==> src/rtl/axi_color_pkg.sv <==
// Shared definitions for the colour-stripping AXI address translator:
// attribute widths, counter sizing and the address translation function.
package axi_color_pkg;

  localparam int XLATE_W = 64;

  localparam int LEN_W   = 8;
  localparam int SIZE_W  = 3;
  localparam int BURST_W = 2;
  localparam int CACHE_W = 4;
  localparam int PROT_W  = 3;
  localparam int QOS_W   = 4;

  function automatic int cnt_width(input int max_outstanding);
    return $clog2(max_outstanding + 1);
  endfunction

  // Drop the colour field, shift the bits between it and the bank field down,
  // keep the bank field in place and clear everything else.
  function automatic logic [XLATE_W-1:0] translate_addr(
    input logic [XLATE_W-1:0] addr,
    input int                 color_lsb,
    input int                 color_msb,
    input int                 bank_lsb,
    input int                 bank_w,
    input int                 addr_w
  );
    int                 color_w;
    logic [XLATE_W-1:0] low_mask;
    logic [XLATE_W-1:0] mid_mask;
    logic [XLATE_W-1:0] bank_mask;
    logic [XLATE_W-1:0] addr_mask;
    color_w   = color_msb - color_lsb + 1;
    low_mask  = (XLATE_W'(1) << color_lsb) - XLATE_W'(1);
    mid_mask  = ((XLATE_W'(1) << (bank_lsb - color_w)) - XLATE_W'(1)) & ~low_mask;
    bank_mask = ((XLATE_W'(1) << bank_w) - XLATE_W'(1)) << bank_lsb;
    addr_mask = (XLATE_W'(1) << addr_w) - XLATE_W'(1);
    return ((addr & low_mask) | ((addr >> color_w) & mid_mask) | (addr & bank_mask))
           & addr_mask;
  endfunction

endpackage

==> src/rtl/axi_addr_skid.sv <==
// Two-entry FIFO register slice for an address channel payload.
// The upstream ready is registered so no upstream input reaches it combinationally.
module axi_addr_skid #(
  parameter int PAYLOAD_W = 8
) (
  input  logic                 clk,
  input  logic                 reset,
  input  logic                 s_valid,
  output logic                 s_ready,
  input  logic [PAYLOAD_W-1:0] s_payload,
  output logic                 m_valid,
  input  logic                 m_ready,
  output logic [PAYLOAD_W-1:0] m_payload
);

  logic [PAYLOAD_W-1:0] mem [2];
  logic                 rd_ptr;
  logic                 wr_ptr;
  logic [1:0]           count;
  logic [1:0]           count_next;
  logic                 push;
  logic                 pop;

  assign push      = s_valid & s_ready;
  assign pop       = m_valid & m_ready;
  assign m_valid   = (count != 2'd0);
  assign m_payload = mem[rd_ptr];

  always_comb begin
    count_next = count + {1'b0, push} - {1'b0, pop};
  end

  always_ff @(posedge clk) begin
    if (reset) begin
      count   <= 2'd0;
      rd_ptr  <= 1'b0;
      wr_ptr  <= 1'b0;
      s_ready <= 1'b0;
    end else begin
      if (push) wr_ptr <= ~wr_ptr;
      if (pop)  rd_ptr <= ~rd_ptr;
      count   <= count_next;
      s_ready <= (count_next < 2'd2);
    end
  end

  always_ff @(posedge clk) begin
    if (push) mem[wr_ptr] <= s_payload;
  end

endmodule

==> src/rtl/axi_color_translator.sv <==
// AXI4 address translator: strips colour bits from AW/AR addresses, buffers
// them in skid slices and caps in-flight bursts per direction. W/B/R pass through.
module axi_color_translator
  import axi_color_pkg::*;
#(
  parameter int COLOR_LSB       = 14,
  parameter int COLOR_MSB       = 15,
  parameter int BANK_LSB        = 35,
  parameter int BANK_W          = 1,
  parameter int MAX_OUTSTANDING = 8,
  parameter int ID_W            = 16,
  parameter int ADDR_W          = 40,
  parameter int DATA_W          = 128
) (
  input  logic                s00_axi_aclk,
  input  logic                s00_axi_areset,
  // slave side
  input  logic [ID_W-1:0]     s00_axi_awid,
  input  logic [ADDR_W-1:0]   s00_axi_awaddr,
  input  logic [LEN_W-1:0]    s00_axi_awlen,
  input  logic [SIZE_W-1:0]   s00_axi_awsize,
  input  logic [BURST_W-1:0]  s00_axi_awburst,
  input  logic                s00_axi_awlock,
  input  logic [CACHE_W-1:0]  s00_axi_awcache,
  input  logic [PROT_W-1:0]   s00_axi_awprot,
  input  logic [QOS_W-1:0]    s00_axi_awqos,
  input  logic                s00_axi_awvalid,
  output logic                s00_axi_awready,
  input  logic [DATA_W-1:0]   s00_axi_wdata,
  input  logic [DATA_W/8-1:0] s00_axi_wstrb,
  input  logic                s00_axi_wlast,
  input  logic                s00_axi_wvalid,
  output logic                s00_axi_wready,
  output logic [ID_W-1:0]     s00_axi_bid,
  output logic [1:0]          s00_axi_bresp,
  output logic                s00_axi_bvalid,
  input  logic                s00_axi_bready,
  input  logic [ID_W-1:0]     s00_axi_arid,
  input  logic [ADDR_W-1:0]   s00_axi_araddr,
  input  logic [LEN_W-1:0]    s00_axi_arlen,
  input  logic [SIZE_W-1:0]   s00_axi_arsize,
  input  logic [BURST_W-1:0]  s00_axi_arburst,
  input  logic                s00_axi_arlock,
  input  logic [CACHE_W-1:0]  s00_axi_arcache,
  input  logic [PROT_W-1:0]   s00_axi_arprot,
  input  logic [QOS_W-1:0]    s00_axi_arqos,
  input  logic                s00_axi_arvalid,
  output logic                s00_axi_arready,
  output logic [ID_W-1:0]     s00_axi_rid,
  output logic [DATA_W-1:0]   s00_axi_rdata,
  output logic [1:0]          s00_axi_rresp,
  output logic                s00_axi_rlast,
  output logic                s00_axi_rvalid,
  input  logic                s00_axi_rready,
  // master side
  output logic [ID_W-1:0]     m00_axi_awid,
  output logic [ADDR_W-1:0]   m00_axi_awaddr,
  output logic [LEN_W-1:0]    m00_axi_awlen,
  output logic [SIZE_W-1:0]   m00_axi_awsize,
  output logic [BURST_W-1:0]  m00_axi_awburst,
  output logic                m00_axi_awlock,
  output logic [CACHE_W-1:0]  m00_axi_awcache,
  output logic [PROT_W-1:0]   m00_axi_awprot,
  output logic [QOS_W-1:0]    m00_axi_awqos,
  output logic                m00_axi_awvalid,
  input  logic                m00_axi_awready,
  output logic [DATA_W-1:0]   m00_axi_wdata,
  output logic [DATA_W/8-1:0] m00_axi_wstrb,
  output logic                m00_axi_wlast,
  output logic                m00_axi_wvalid,
  input  logic                m00_axi_wready,
  input  logic [ID_W-1:0]     m00_axi_bid,
  input  logic [1:0]          m00_axi_bresp,
  input  logic                m00_axi_bvalid,
  output logic                m00_axi_bready,
  output logic [ID_W-1:0]     m00_axi_arid,
  output logic [ADDR_W-1:0]   m00_axi_araddr,
  output logic [LEN_W-1:0]    m00_axi_arlen,
  output logic [SIZE_W-1:0]   m00_axi_arsize,
  output logic [BURST_W-1:0]  m00_axi_arburst,
  output logic                m00_axi_arlock,
  output logic [CACHE_W-1:0]  m00_axi_arcache,
  output logic [PROT_W-1:0]   m00_axi_arprot,
  output logic [QOS_W-1:0]    m00_axi_arqos,
  output logic                m00_axi_arvalid,
  input  logic                m00_axi_arready,
  input  logic [ID_W-1:0]     m00_axi_rid,
  input  logic [DATA_W-1:0]   m00_axi_rdata,
  input  logic [1:0]          m00_axi_rresp,
  input  logic                m00_axi_rlast,
  input  logic                m00_axi_rvalid,
  output logic                m00_axi_rready
);

  localparam int CNT_W = cnt_width(MAX_OUTSTANDING);
  localparam logic [CNT_W-1:0] CNT_MAX = CNT_W'(MAX_OUTSTANDING);
  localparam int PAY_W = ID_W + ADDR_W + LEN_W + SIZE_W + BURST_W + 1
                       + CACHE_W + PROT_W + QOS_W;

  logic [ADDR_W-1:0] aw_addr_xlate;
  logic [ADDR_W-1:0] ar_addr_xlate;
  logic [PAY_W-1:0]  aw_pay_in;
  logic [PAY_W-1:0]  aw_pay_out;
  logic [PAY_W-1:0]  ar_pay_in;
  logic [PAY_W-1:0]  ar_pay_out;
  logic              aw_head_valid;
  logic              ar_head_valid;
  logic [CNT_W-1:0]  wr_cnt;
  logic [CNT_W-1:0]  rd_cnt;
  logic              wr_room;
  logic              rd_room;
  logic              aw_issue;
  logic              ar_issue;
  logic              b_done;
  logic              r_done;

  assign aw_addr_xlate = ADDR_W'(translate_addr(XLATE_W'(s00_axi_awaddr),
                           COLOR_LSB, COLOR_MSB, BANK_LSB, BANK_W, ADDR_W));
  assign ar_addr_xlate = ADDR_W'(translate_addr(XLATE_W'(s00_axi_araddr),
                           COLOR_LSB, COLOR_MSB, BANK_LSB, BANK_W, ADDR_W));

  assign aw_pay_in = {s00_axi_awid, aw_addr_xlate, s00_axi_awlen, s00_axi_awsize,
                      s00_axi_awburst, s00_axi_awlock, s00_axi_awcache,
                      s00_axi_awprot, s00_axi_awqos};
  assign ar_pay_in = {s00_axi_arid, ar_addr_xlate, s00_axi_arlen, s00_axi_arsize,
                      s00_axi_arburst, s00_axi_arlock, s00_axi_arcache,
                      s00_axi_arprot, s00_axi_arqos};

  assign {m00_axi_awid, m00_axi_awaddr, m00_axi_awlen, m00_axi_awsize,
          m00_axi_awburst, m00_axi_awlock, m00_axi_awcache,
          m00_axi_awprot, m00_axi_awqos} = aw_pay_out;
  assign {m00_axi_arid, m00_axi_araddr, m00_axi_arlen, m00_axi_arsize,
          m00_axi_arburst, m00_axi_arlock, m00_axi_arcache,
          m00_axi_arprot, m00_axi_arqos} = ar_pay_out;

  // Gating depends only on registered counters, so a raised valid cannot drop
  // before its handshake.
  assign wr_room         = (wr_cnt < CNT_MAX);
  assign rd_room         = (rd_cnt < CNT_MAX);
  assign m00_axi_awvalid = aw_head_valid & wr_room;
  assign m00_axi_arvalid = ar_head_valid & rd_room;
  assign aw_issue        = m00_axi_awvalid & m00_axi_awready;
  assign ar_issue        = m00_axi_arvalid & m00_axi_arready;
  assign b_done          = m00_axi_bvalid & s00_axi_bready;
  assign r_done          = m00_axi_rvalid & s00_axi_rready & m00_axi_rlast;

  axi_addr_skid #(.PAYLOAD_W(PAY_W)) u_aw_skid (
    .clk       (s00_axi_aclk),
    .reset     (s00_axi_areset),
    .s_valid   (s00_axi_awvalid),
    .s_ready   (s00_axi_awready),
    .s_payload (aw_pay_in),
    .m_valid   (aw_head_valid),
    .m_ready   (m00_axi_awready & wr_room),
    .m_payload (aw_pay_out)
  );

  axi_addr_skid #(.PAYLOAD_W(PAY_W)) u_ar_skid (
    .clk       (s00_axi_aclk),
    .reset     (s00_axi_areset),
    .s_valid   (s00_axi_arvalid),
    .s_ready   (s00_axi_arready),
    .s_payload (ar_pay_in),
    .m_valid   (ar_head_valid),
    .m_ready   (m00_axi_arready & rd_room),
    .m_payload (ar_pay_out)
  );

  // A response arriving with the counter at zero is a protocol violation; hold at zero.
  always_ff @(posedge s00_axi_aclk) begin
    if (s00_axi_areset) begin
      wr_cnt <= '0;
      rd_cnt <= '0;
    end else begin
      if (aw_issue && !b_done)                   wr_cnt <= wr_cnt + 1'b1;
      else if (b_done && !aw_issue && wr_cnt != '0) wr_cnt <= wr_cnt - 1'b1;
      if (ar_issue && !r_done)                   rd_cnt <= rd_cnt + 1'b1;
      else if (r_done && !ar_issue && rd_cnt != '0) rd_cnt <= rd_cnt - 1'b1;
    end
  end

  assign m00_axi_wdata  = s00_axi_wdata;
  assign m00_axi_wstrb  = s00_axi_wstrb;
  assign m00_axi_wlast  = s00_axi_wlast;
  assign m00_axi_wvalid = s00_axi_wvalid;
  assign s00_axi_wready = m00_axi_wready;
  assign s00_axi_bid    = m00_axi_bid;
  assign s00_axi_bresp  = m00_axi_bresp;
  assign s00_axi_bvalid = m00_axi_bvalid;
  assign m00_axi_bready = s00_axi_bready;
  assign s00_axi_rid    = m00_axi_rid;
  assign s00_axi_rdata  = m00_axi_rdata;
  assign s00_axi_rresp  = m00_axi_rresp;
  assign s00_axi_rlast  = m00_axi_rlast;
  assign s00_axi_rvalid = m00_axi_rvalid;
  assign m00_axi_rready = s00_axi_rready;

endmodule

==> config.mk <==
export PLATFORM = sky130hd
export DESIGN_NAME = axi_color_translator
export DESIGN_NICKNAME = d
export VERILOG_FILES = /design/src/rtl/axi_color_pkg.sv /design/src/rtl/axi_addr_skid.sv /design/src/rtl/axi_color_translator.sv
export SDC_FILE = /design/constraint.sdc
export NUM_CORES = 1
export LEC_CHECK = 0
export BUFFER_PORTS_ARGS = -buffer_cell sky130_fd_sc_hd__buf_4
export CAP_MARGIN = 25
export CORE_AREA = 10 10 363 365
export DETAILED_ROUTE_END_ITERATION = 8
export DIE_AREA = 0 0 373 375
export PLACE_DENSITY = 0.33
export SLEW_MARGIN = 10
export SYNTH_ARGS = -nofsm -noshare
export SYNTH_HDL_FRONTEND = slang
export SYNTH_SLANG_ARGS = --single-unit
==> constraint.sdc <==
create_clock -name s00_axi_aclk -period 11.6 [get_ports s00_axi_aclk]
set_clock_uncertainty 0.05 [all_clocks]
set_input_delay 2.32 -clock s00_axi_aclk [delete_from_list [all_inputs] [get_ports s00_axi_aclk]]
set_output_delay 2.32 -clock s00_axi_aclk [all_outputs]
set_load 0.005 [all_outputs]
=== Word level (Yosys, flattened, before mapping) ===
Memory sizes are Yosys's and may differ from the RTL's. A register that Yosys moved wholly into a read port is not among the register bits.
Cells that the tools add are included.

* Bits of input ports: 484
* Output and inout port bits: 482
* RAM bits: 308
* Flip-flop bits (word level): 18
* Memories kept: 2

* Reductions and logical operators: 16
* Bitwise logic cells: 21
* Muxes and demuxes: 12
* Add/sub/neg operators: 8
* Magnitude comparators: 4

{| class="wikitable"
|+ Memory list
! memory !! depth !! bits a word !! read ports !! clocked after Yosys merged registers in !! wr ports !! line !! text
|-
| u_ar_skid.mem || 2 || 77 || 1 || 1 || 1 || axi_addr_skid.sv:16 || <nowiki>logic [PAYLOAD_W-1:0] mem [2];</nowiki>
|-
| u_aw_skid.mem || 2 || 77 || 1 || 1 || 1 || axi_addr_skid.sv:16 ||
|}

{| class="wikitable"
|+ Operators by type and width
! cell !! number
|-
| bitwise OR 33 x 36 -> 36 bit || 2
|-
| bitwise OR 14 x 33 -> 33 bit || 2
|-
| two-way mux 4 bit || 4
|-
| AND 1 bit || 13
|-
| adder 4 x 1 -> 4 bit (second input constant) || 2
|-
| less-than comparator 4 bit (second input constant) || 2
|-
| two-way mux 1 bit || 8
|-
| nonzero test 2 bit || 4
|-
| nonzero test 4 bit || 2
|-
| subtractor 4 x 1 -> 4 bit (second input constant) || 2
|-
| logical AND 1 bit || 6
|-
| adder 2 x 1 -> 2 bit || 2
|-
| zero test 1 bit || 4
|-
| less-than comparator 2 bit (second input constant) || 2
|-
| inverter 1 bit || 4
|-
| subtractor 2 x 1 -> 2 bit || 2
|}

=== Depth between registers and ports, before layout ===
* Depth in word-level cells: 8
* Mapped depth: 9
* Gate-level depth less buffers: 9

=== By module ===
From an unflattened synthesis, not the netlist that was laid out.

* Cell total of the unflattened synthesis: 961
* Area total of the unflattened synthesis: 15,949.0 µm²

{| class="wikitable"
|+ By module, submodules not included
! module !! instances !! area an instance (µm²) !! cells each
|-
| axi_addr_skid || 2 || 6,483.7 || 288
|-
| axi_color_translator || 1 || 2,981.6 || 385
|}

=== Worst setup path after synthesis ===
No wires, ideal clock.

* Path kind: in2reg
* Start point: input port s00_axi_arvalid
* End point: memory u_ar_skid.mem[0][0] (netlist name) (enable)
* Cell stages on the path: 2
* Slack: 5,499 ps
* Data arrival time: 5,543 ps
* Required time: 11,041 ps
* Setup time: 509 ps
* Cells stage by stage: nand2_1 -> nor2_1

* Longest elaborated chain between the ends: 3

{| class="wikitable"
|+ Ends and longest elaborated chain
! item !! line !! text
|-
| start: declaration || axi_color_translator.sv:47 || <nowiki>input logic s00_axi_arvalid,</nowiki>
|-
| AND 1 bit || axi_addr_skid.sv:24 || <nowiki>assign push = s_valid & s_ready;</nowiki>
|-
| two-way mux 1 bit || axi_addr_skid.sv:48 || <nowiki>if (push) mem[wr_ptr] <= s_payload;</nowiki>
|-
| two-way mux 1 bit (not written as such) || axi_addr_skid.sv:48 ||
|-
| end: declaration || axi_addr_skid.sv:16 ||
|}

Every way passes these cells.

=== Final worst setup path ===
* Start point: input port m00_axi_bvalid
* End point: output port s00_axi_bvalid

{| class="wikitable"
|+ RTL lines
! item !! line !! text
|-
| start: declaration || axi_color_translator.sv:74 || <nowiki>input logic m00_axi_bvalid,</nowiki>
|-
| end: declaration || axi_color_translator.sv:36 || <nowiki>output logic s00_axi_bvalid,</nowiki>
|}

No word-level cell between the ends.

==> flow_summary.json <==
{
  "die_area_sq_um": 140000,
  "gr-usage-all-layers": 0.0533,
  "wl_microns": 39300,
  "setup_viol": 0,
  "htree_levels": 2,
  "dieWidth_microns": 373,
  "cp_common_cell": "buf_4",
  "drt-met1-wl_microns": 13400,
  "cts-buffers-inserted": 42,
  "wl_per_cell_microns": 15.0,
  "tightest_slew_ns": 0.988,
  "synth_cell_types": 39,
  "ys_seq_area_frac": 0.658,
  "worstPathRequired_ns": 9.23,
  "antenna_left": 0,
  "port_buffers": 319,
  "hold_viol_final": 0,
  "stdcell_count": 2623,
  "synthFlopType": "edfxtp_1",
  "worstPathCellList": "buf_4 > buf_4",
  "grt_max_degree": 58,
  "postSynthAreaPerCell_sq_um": 15.6,
  "start_util": 0.115,
  "ys_top_cells_by_area": "edfxtp_1 63%, buf_4 17%, mux2_2 12%",
  "grt_setup_unrepaired": "false",
  "crit_path_start_kind": "input port",
  "clk-insertion-delay-late_ns": 0.58,
  "overflow": 0,
  "grt_pass1_vias": 7791,
  "status": "complete, no violations",
  "synth_most_common_cell": "buf_4",
  "worst_setup_path_end_kind": "output port",
  "drtIter0Drc": 231,
  "fmax_ghz": 0.202,
  "synth-seq-cells": 320,
  "yosysWarningCount": 0,
  "timing.final.ws_setup_ns": 6.66,
  "antenna_cells": 0,
  "met3_length_microns": 3850,
  "fin_nets": 1441,
  "clkSlewWorstSetupHoldPaths_ns": 0.05,
  "place_inst": 2553,
  "grt_antenna_before_repair": 1,
  "cts_tree": "done",
  "drt_first_pass_iters": 4,
  "fin_crit_ns": 4.94,
  "synthCells": 914,
  "top_layer": "met5",
  "final_max_slew_viol_count": 0,
  "drv_cap": 0,
  "drive_above_1_share": 0.554,
  "via_per_inst": 2.65,
  "async_flop_share": 0,
  "placed_cell_area_sq_um": 16300,
  "irDropWorstVdd_uv": 104,
  "syn_area_sq_um": 14300,
  "vias": 6963,
  "multiInputGateArea_sq_um": 2370,
  "slowest_stage": "buf_4",
  "regArea_sq_um": 9420,
  "cts.path.max_buffers": 3,
  "place_congestion": 0.651,
  "drc": 0,
  "ioPinCount": 966,
  "fin_setup_tns_ns": 0,
  "nFillCells": 13848,
  "powerDensity_nw_per_um2": 205,
  "place_ws_ns": 6.66,
  "p_leak_nw": 5.97,
  "cp_slowest_stage_delay_ns": 0.13,
  "worstPathArrival_ns": 2.57,
  "holdBufCountCts": 0,
  "core-area_sq_um": 125000,
  "cts_root_buf": "clkbuf_16",
  "crit_family": "buffers and inverters",
  "yosys.area.top_type_share": 0.630,
  "num_rows": 130,
  "syn_to_final_growth_pct": 22.9,
  "relSlewSlack": 0.341,
  "die_h_microns": 375,
  "dr_wl_met2_microns": 19700,
  "path_buf_inv": 2,
  "cts_sinks": 320,
  "netlist.top_cell.by_area": "edfxtp_1",
  "post_cts_buffers": 0,
  "hold_class": "flop to flop",
  "path_class": "input port to output port",
  "cts_resized": 0,
  "synth_edf_count": 300,
  "hpwl_microns": 28200,
  "timing.final.crit_share": 0.426,
  "ys_top_cells_by_count": "328 x buf_4, 300 x edfxtp_1, 150 x mux2_2, 20 x dfxtp_1, 12 x nor2_1",
  "final_cell_area_sq_um": 17600,
  "grt_pass1_wl_microns": 55000,
  "worstPathMaxFanout": 3
}
[area by class of cell]
cell class / instances / area share
tap: 1650 / 0.117
inverter: 12 / 0.00256
clock inverter: 20 / 0.00954
sequential: 320 / 0.536
clock buffer: 50 / 0.0615
multi-input combinational: 246 / 0.135
timing repair buffer: 325 / 0.139
[routing by layer]
metal | track usage | vias up
li1 | - | 2996
met1 | 0.0503 | 3360
met2 | 0.0913 | 431
met3 | 0.0253 | 174
met4 | 0.0369 | 2
met5 | 0 | -
[flip-flops by register name, indices dropped and copies added, names as in the netlist, named ones only]
name,count
u_aw_skid.count,2
u_ar_skid.rd_ptr,1
wr_cnt,4
u_ar_skid.s_ready,1
u_ar_skid.count,2
u_aw_skid.rd_ptr,1
u_aw_skid.mem,150
rd_cnt,4
u_aw_skid.wr_ptr,1
u_ar_skid.wr_ptr,1
u_aw_skid.s_ready,1
u_ar_skid.mem,150
[metrics by stage]
| step | hold WS [ns] | utilization | total power [W] |
|---|---|---|---|
| after floorplan | 0.406 | - | 0.00206 |
| after global placement | 0.420 | 0.131 | 0.00247 |
| after detailed placement | 0.429 | 0.131 | 0.00248 |
| after CTS | 0.438 | 0.141 | 0.00374 |
| after global routing | 0.459 | 0.141 | 0.00384 |
| final | 0.445 | 0.141 | 0.00361 |
[where the power goes]
part | switching (W) | internal, W | total [W]
Clock | 0.000506 | 0.000688 | 0.00119
Combinational | 0.000419 | 0.000483 | 0.000902
Sequential | 0.0000670 | 0.00144 | 0.00151
Total | 0.000992 | 0.00262 | 0.00361
[path summary, 6_finish.rpt]
path | from | endpoint | slack [ns] | cells past startpoint
worst min register to register | rd_cnt[2] | rd_cnt[2] | 0.44 | 2
worst max register to register | u_aw_skid.s_ready | u_aw_skid.mem[0][23] | 9.14 | 3
worst min-delay path | rd_cnt[2] | rd_cnt[2] | 0.44 | 2
worst max-delay path | m00_axi_bvalid | s00_axi_bvalid | 6.66 | 2
[cells by family after synthesis]
| family | after synthesis | synth area share |
|---|---|---|
| adders and majority gates | 10 | 0.00980 |
| and+or+nand+nor | 45 | 0.0173 |
| muxes | 150 | 0.118 |
| DFF | 320 | 0.658 |
| other | 1 | 0.000262 |
| buffers and inverters | 359 | 0.181 |
| xor gates and xnor gates | 10 | 0.00612 |
| AOI/OAI and AO/OA | 19 | 0.00927 |
[layout by cell type, fill, tap and decap left out, types with 3 or more instances in the layout]
cell,count
buf_4,325
edfxtp_1,300
mux2_2,150
clkbuf_16,42
dfxtp_1,18
conb_1,12
inv_1,11
nor2_1,10
clkinv_1,10
ha_1,8
clkbuf_1,8
nand3_1,6
xnor2_1,6
a21oi_1,6
nand2_1,5
nor3b_1,4
xor2_1,4
nor2b_1,4
nor4_1,3
o21ai_0,3
inv_6,3
clkinv_2,3
No activity file was read; power rests on OpenSTA's default activity.
